$ cat src/rtl/fadd_pipe.sv
// Pipelined IEEE-style add/sub: align -> add/normalise -> round-to-nearest-even.
// Denormal inputs and underflowing results are flushed to zero.
module fadd_pipe #(
    parameter int EW = 8,
    parameter int MW = 23,
    localparam int W = 1 + EW + MW
) (
    input  logic         clk,
    input  logic         rstn,
    input  logic         in_valid,
    output logic         in_ready,
    input  logic [W-1:0] x1,
    input  logic [W-1:0] x2,
    input  logic         sub,
    output logic         out_valid,
    input  logic         out_ready,
    output logic [W-1:0] y,
    output logic         ovf,
    output logic         zero
);
    localparam int SW = MW + 4;   // hidden + mantissa + guard/round/sticky
    localparam int STAGES = 3;
    localparam logic [EW-1:0] EMAX = '1;

    logic [STAGES:1] vld_q;
    logic            advance;

    // Stage 1: align
    logic [EW-1:0]       e1, e2, be, se, ediff;
    logic [MW-1:0]       m1, m2;
    logic                s2e, z1, z2, swap;
    logic [EW+MW-1:0]    mag1, mag2;
    logic [SW-1:0]       sig1, sig2, ssig;
    logic [2*SW-1:0]     ext;
    logic [31:0]         sh;
    logic [SW-1:0]       s1_big_d, s1_small_d, s1_big_q, s1_small_q;
    logic [EW-1:0]       s1_exp_d, s1_exp_q;
    logic                s1_sign_d, s1_sub_d, s1_spec_d, s1_spec_sign_d, s1_negz_d;
    logic                s1_sign_q, s1_sub_q, s1_spec_q, s1_spec_sign_q, s1_negz_q;

    always_comb begin
        e1   = x1[W-2:MW];
        e2   = x2[W-2:MW];
        m1   = x1[MW-1:0];
        m2   = x2[MW-1:0];
        s2e  = x2[W-1] ^ sub;
        z1   = (e1 == '0);
        z2   = (e2 == '0);
        mag1 = z1 ? '0 : {e1, m1};
        mag2 = z2 ? '0 : {e2, m2};
        sig1 = z1 ? '0 : {1'b1, m1, 3'b000};
        sig2 = z2 ? '0 : {1'b1, m2, 3'b000};
        swap = (mag2 > mag1);
        be   = swap ? e2 : e1;
        se   = swap ? e1 : e2;
        ssig = swap ? sig1 : sig2;
        ediff = be - se;
        sh   = (32'(ediff) > 32'(MW + 3)) ? 32'(MW + 3) : 32'(ediff);
        // Everything shifted below the round position collapses into sticky
        ext  = {ssig, {SW{1'b0}}} >> sh;
        s1_small_d     = {ext[2*SW-1:SW+1], ext[SW] | (|ext[SW-1:0])};
        s1_big_d       = swap ? sig2 : sig1;
        s1_exp_d       = be;
        s1_sign_d      = swap ? s2e : x1[W-1];
        s1_sub_d       = x1[W-1] ^ s2e;
        s1_spec_d      = (e1 == EMAX) | (e2 == EMAX);
        s1_spec_sign_d = (e2 > e1) ? s2e : x1[W-1];
        s1_negz_d      = x1[W-1] & s2e;
    end

    // Stage 2: add/subtract and normalise
    logic [SW:0]    sum;
    int             lz, en;
    logic [SW-1:0]  s2_sig_d, s2_sig_q;
    logic [EW:0]    s2_exp_d, s2_exp_q;
    logic           s2_sign_d, s2_sign_q, s2_spec_d, s2_spec_q;

    always_comb begin
        sum = s1_sub_q ? ({1'b0, s1_big_q} - {1'b0, s1_small_q})
                       : ({1'b0, s1_big_q} + {1'b0, s1_small_q});
        lz = 0;
        for (int i = 0; i < SW; i++)
            if (sum[i]) lz = SW - 1 - i;
        en        = 0;
        s2_sig_d  = '0;
        s2_exp_d  = '0;
        s2_sign_d = s1_sign_q;
        s2_spec_d = s1_spec_q;
        if (s1_spec_q) begin
            s2_sign_d = s1_spec_sign_q;
        end else if (sum == '0) begin
            s2_sign_d = s1_negz_q;
        end else if (sum[SW]) begin
            s2_sig_d = {sum[SW:2], sum[1] | sum[0]};
            s2_exp_d = {1'b0, s1_exp_q} + 1'b1;
        end else begin
            en = int'({1'b0, s1_exp_q}) - lz;
            if (en <= 0) begin
                s2_sign_d = 1'b0;
            end else begin
                s2_sig_d = sum[SW-1:0] << lz;
                s2_exp_d = en[EW:0];
            end
        end
    end

    // Stage 3: round; a clear hidden bit marks a zero result
    logic          inc;
    logic [MW:0]   rnd;
    logic [EW:0]   e3;
    logic [W-1:0]  y_d, y_q;
    logic          ovf_d, ovf_q, zero_d, zero_q;

    always_comb begin
        inc   = s2_sig_q[2] & (s2_sig_q[1] | s2_sig_q[0] | s2_sig_q[3]);
        rnd   = {1'b0, s2_sig_q[SW-2:3]} + {{MW{1'b0}}, inc};
        e3    = s2_exp_q + {{EW{1'b0}}, rnd[MW]};
        y_d   = '0;
        ovf_d = 1'b0;
        if (s2_spec_q) begin
            y_d = {s2_sign_q, EMAX, {MW{1'b0}}};
        end else if (!s2_sig_q[SW-1]) begin
            y_d = {s2_sign_q, {(EW+MW){1'b0}}};
        end else if (e3 >= {1'b0, EMAX}) begin
            y_d   = {s2_sign_q, EMAX, {MW{1'b0}}};
            ovf_d = 1'b1;
        end else begin
            y_d = {s2_sign_q, e3[EW-1:0], rnd[MW-1:0]};
        end
        zero_d = (y_d[W-2:0] == '0);
    end

    assign advance   = out_ready | ~vld_q[STAGES];
    assign in_ready  = advance;
    assign out_valid = vld_q[STAGES];
    assign y         = y_q;
    assign ovf       = ovf_q;
    assign zero      = zero_q;

    always_ff @(posedge clk) begin
        if (!rstn) begin
            vld_q  <= '0;
            y_q    <= '0;
            ovf_q  <= 1'b0;
            zero_q <= 1'b0;
        end else if (advance) begin
            vld_q          <= {vld_q[STAGES-1:1], in_valid};
            s1_big_q       <= s1_big_d;
            s1_small_q     <= s1_small_d;
            s1_exp_q       <= s1_exp_d;
            s1_sign_q      <= s1_sign_d;
            s1_sub_q       <= s1_sub_d;
            s1_spec_q      <= s1_spec_d;
            s1_spec_sign_q <= s1_spec_sign_d;
            s1_negz_q      <= s1_negz_d;
            s2_sig_q       <= s2_sig_d;
            s2_exp_q       <= s2_exp_d;
            s2_sign_q      <= s2_sign_d;
            s2_spec_q      <= s2_spec_d;
            // Bubbles present all-zero outputs
            y_q            <= vld_q[STAGES-1] ? y_d : '0;
            ovf_q          <= vld_q[STAGES-1] & ovf_d;
            zero_q         <= vld_q[STAGES-1] & zero_d;
        end
    end
endmodule

$ cat config.mk
export PLATFORM = sky130hd
export DESIGN_NAME = fadd_pipe
export DESIGN_NICKNAME = d
export VERILOG_FILES = /design/src/rtl/fadd_pipe.sv
export SDC_FILE = /design/constraint.sdc
export NUM_CORES = 1
export LEC_CHECK = 0
export ABC_CLOCK_PERIOD_IN_PS = 20700
export CORE_MARGIN = 5
export CORE_UTILIZATION = 45
export CTS_CLUSTER_SIZE = 12
export DETAILED_ROUTE_END_ITERATION = 12
export DONT_BUFFER_PORTS = 1
export PLACE_DENSITY = 0.67
export SETUP_SLACK_MARGIN = 0.2
export SYNTH_ARGS = -nofsm -noshare
export SYNTH_HDL_FRONTEND = slang
export SYNTH_SLANG_ARGS = --single-unit
export TNS_END_PERCENT = 20
$ cat constraint.sdc
create_clock -name clk -period 20.7 [get_ports clk]
set_input_delay 1.035 -clock clk [delete_from_list [all_inputs] [get_ports clk]]
set_output_delay 1.035 -clock clk [all_outputs]
set_load 0.01 [all_outputs]
==> metrics.md <==
| Metric | Value |
|---|---|
| Status | finished clean |
| Crit path to | s2_sig_q[1]$_SDFFCE_PP0P_ |
| Final Cell Area | about 15000 sq um |
| Post-DP HPWL | 37.0 mm |
| Wirelength per Cell | roughly 21 um |
| R2R cell count | 33 |
| Top FF cell, synth | edfxtp_1 |
| Min-Delay Path Class | reg2reg |
| Yosys top cell area share | around a fifth |
| Post-synth cell types | 105 |
| Final setup viols | 0 |
| RePlAce Congestion | 0.967 |
| R2r setup slk | 11.22 ns |
| Cell Rows | 66 |
| Most frequent cells in the layout | nand2_1, nor2_1, a21oi_1, o21ai_0, edfxtp_1 |
| Post-route antenna net violation count | 0 |
| Remaining DRCs | 0 |
| Total track usage | between 20% and 30% |
| Synth Warn # | 0 |
| Final setup TNS | 0 ns |
| Vias post-DR | around 14000 |
| CTS sink cnt | around 140 |
| Area grow syn2layout | 5.39% |
| Placed cell area | 14900 sq um |
| Post-CTS Resized | 0 |
| Setup crit start kind | flip-flop |
| Syn nets | around 2000 |
| Fin nets | about 2000 |
| Net switching fraction of the power | between 40% and 50% |
| CTS tree | yes |
| I/O Buffers | 0 |
| Tcrit/Tclk final | a little under half |
| Critical Path Start | s1_small_q[0]$_DFFE_PP_ |
| First-pass GRT wire length | roughly 74 mm |
| Critical Path AT | slightly below 10 ns |
| Die ar. | ~36000 sq um |
| Max incr delay on CP | between 0.7 and 0.8 ns |
| Mapped Area | roughly 15000 sq um |
| Iteration-0 DRC Markers | 1687 |
| Commonest non-fill, non-tap cell in the layout | nand2_1 |
| Combinational power share | between 50% and 60% |
| Initial core utilization | 45.3% |
| Setup Fix Bufs, Post-CTS | 0 |
| Final hold violations | 0 |
| Cell taking the most area after synthesis | edfxtp_1 |
| Total core area | roughly 32000 sq um |
| Maxcap violations | 0 |
| Slew @ Worst Pin | 1.04 ns |
| CP Class | reg2reg |
| CP endpoint kind | flip-flop |
| Die H | about 190 um |
| Num CTS Buffers | 17 |
| Top area cells in the synthesized netlist | edfxtp_1, ha_1, nand2_1, dfxtp_1, nor2_1 |
| Period minus WS final | around 9.5 ns |
| Hold Path Depth | 2 |
| Final Instance Count excl. Fillers | 2258 |
| Pwr/cell area | around 110 nW/um^2 |
| Seq/Total Area, Yosys | about a quarter |
| Clock latency on the worst-skew pair | between 0.4 and 0.5 ns |
| Total power | 0.00166 W |
| Clock root buffer master | clkbuf_16 |
| Switching power total | about 0.0008 W |
| Int Power | around 0.00086 W |
| Antenna violations before repair | 1 |
| Worst Path Required | around 21 ns |
| H-Tree Level Count | 4 |
| Cell count after synthesis | around 1900 |
| Syn Area/Cell | around 8 sq um |
| Worst rel slew slack | ~31% |
| Crit path max fanout | 27 |
| Util after Layout | a little under half |
| Critical R2R Capture | s2_sig_q[1]$_SDFFCE_PP0P_ |
| Skew final | roughly 0.014 ns |
| R2R Path Start | s1_small_q[0]$_DFFE_PP_ |
| Die W | approximately 190 um |
| Fmax | between 100 and 150 MHz |
| Crit-path slowest cell | a31oi_4 |
| Router iterations before antenna repair | 6 |
| Number of hold buffers added after CTS | 0 |
| RSZ-0062 raised after global routing | false |
| Pin count of the biggest net entering global routing | 60 |
| Post-synth EDFFs | ~100 |
| Flop pwr share | between 20% and 30% |
| Layout cells sized above 1 | approximately 7.3% |
| Pleak | 5.74 nW |
| VDD IR max | approximately 0.067 mV |
| Inst Count DP | 2225 |
| Asr flop ratio synth | 0% |
| Max Slew Vio Count | 0 |
| Via density | around 6.4 |
| Final wirelength | 47.3 mm |
| Number of synthesized register bits | 139 |
| Vias in the first global route | 13100 |
| Clk buf depth | 2 |
| Worst-path clk slew | roughly 0.070 ns |
| # IOs | 105 |
| Clock network fraction of total power | between 15 and 20% |
| Overflow after GRT | 0 |
==> routing by layer <==
layer / routed length, um / share of wire, % / global-route usage, %
met3: 3630 / 7.7 / 3.30
met2: 20700 / 44 / 38.6
met5: 0 / 0 / 0
met4: 1350 / 2.9 / 7.79
met1: 21600 / 46 / 36.9
==> power groups by stage <==
stage,Clock [W],Sequential [W],Combinational (W)
after floorplan,0,0.000380,0.000725
after global placement,0,0.000391,0.000943
after detailed placement,0,0.000393,0.000946
after CTS,0.000305,0.000387,0.000951
after global routing,0.000317,0.000392,0.00105
final,0.000301,0.000387,0.000976
==> per-stage QoR <==
| stage | worst slack [ns] | hold WS, ns |
|---|---|---|
| global route | 10.30 | 0.488 |
| floorplan | 12.53 | 0.441 |
| CTS | 11.42 | 0.472 |
| detailed placement | 10.97 | 0.461 |
| global placement | 10.84 | 0.450 |
| finish | 11.22 | 0.481 |
==> registers in the layout, summed over array words and instances, names as in the netlist <==
signal and count:
s1_small_q 27, s1_exp_q 8, vld_q 3, s1_negz_q 1, s2_exp_q 9, s2_sig_q 27, s1_spec_sign_q 1, s1_sub_q 1
s2_sign_q 1, ovf 1, s1_sign_q 1, s1_spec_q 1, zero 1, y 32, s2_spec_q 1, s1_big_q 24
==> layout make-up <==
| class | instances | area, sq um |
|---|---|---|
| fillers | 3226 | 16900 |
| multi-input cells | 1568 | 10200 |
| flip-flops and latches | 139 | 3800 |
| well taps | 442 | 553 |
| clock buffers | 17 | 425 |
| inverters | 61 | 229 |
| clock inverters | 15 | 145 |
| repair buffers | 15 | 113 |
| diodes | 1 | 2.50 |
==> Yosys cell counts, types with 11 or more instances <==
cell type and count:
and2_1 48, o21ai_1 17, a211o_1 11, nor2b_1 25
a211oi_1 21, dfxtp_1 37, nor4_1 28, o21ai_0 119
nand2b_1 16, a21oi_1 124, xnor2_1 47, nor2_1 186
xor2_1 27, a22oi_1 32, o21a_1 11, mux2i_1 67
clkbuf_1 71, buf_2 13, nand4_1 20, and3_1 12
edfxtp_1 102, or3_1 11, ha_1 78, mux2_2 24
o211ai_1 26, inv_1 56, a21boi_0 15, o31ai_1 13
a21o_1 29, a31oi_1 21, nor3_1 63, nand2_1 225
o22ai_1 14, nand3_1 61
==> how the worst min path moves through the flow <==
stage	to	start	slack, ns
3_3_place_gp	vld_q[1]$_SDFFE_PN0N_	vld_q[1]$_SDFFE_PN0N_	0.45
4_1_cts	vld_q[2]$_SDFFE_PN0N_	vld_q[1]$_SDFFE_PN0N_	0.47
3_5_place_dp	vld_q[2]$_SDFFE_PN0N_	vld_q[1]$_SDFFE_PN0N_	0.46
6_report	vld_q[2]$_SDFFE_PN0N_	vld_q[1]$_SDFFE_PN0N_	0.48
5_1_grt	vld_q[1]$_SDFFE_PN0N_	vld_q[1]$_SDFFE_PN0N_	0.49
2_1_floorplan	vld_q[1]$_SDFFE_PN0N_	vld_q[1]$_SDFFE_PN0N_	0.44
==> worst max-delay path, delay by kind of cell, from the launching register on <==
family | cells | cell delay (ns)
compound gates | 10 | 2.63
buf+inv | 3 | 0.62
fa+ha+maj | 3 | 1.07
xor+xnor | 2 | 0.35
simple gates | 15 | 4.07
flops | 1 | 0.59
==> kinds of logic (layout without fill, tap and decap cells) <==
group                      after synthesis  count (layout)  share of synthesized area, %
DFF                                    139             139                          25.9
buffers and inverters                  167             108                          4.85
adders and majority gates               79              79                          6.79
xor gates and xnor gates                77              77                          4.75
other                                    0               1                             0
and+or+nand+nor                        748             748                          24.7
AOI/OAI and AO/OA                      573             573                          26.6
muxes                                   91              91                          6.42
No activity file was read; power rests on OpenSTA's default activity.
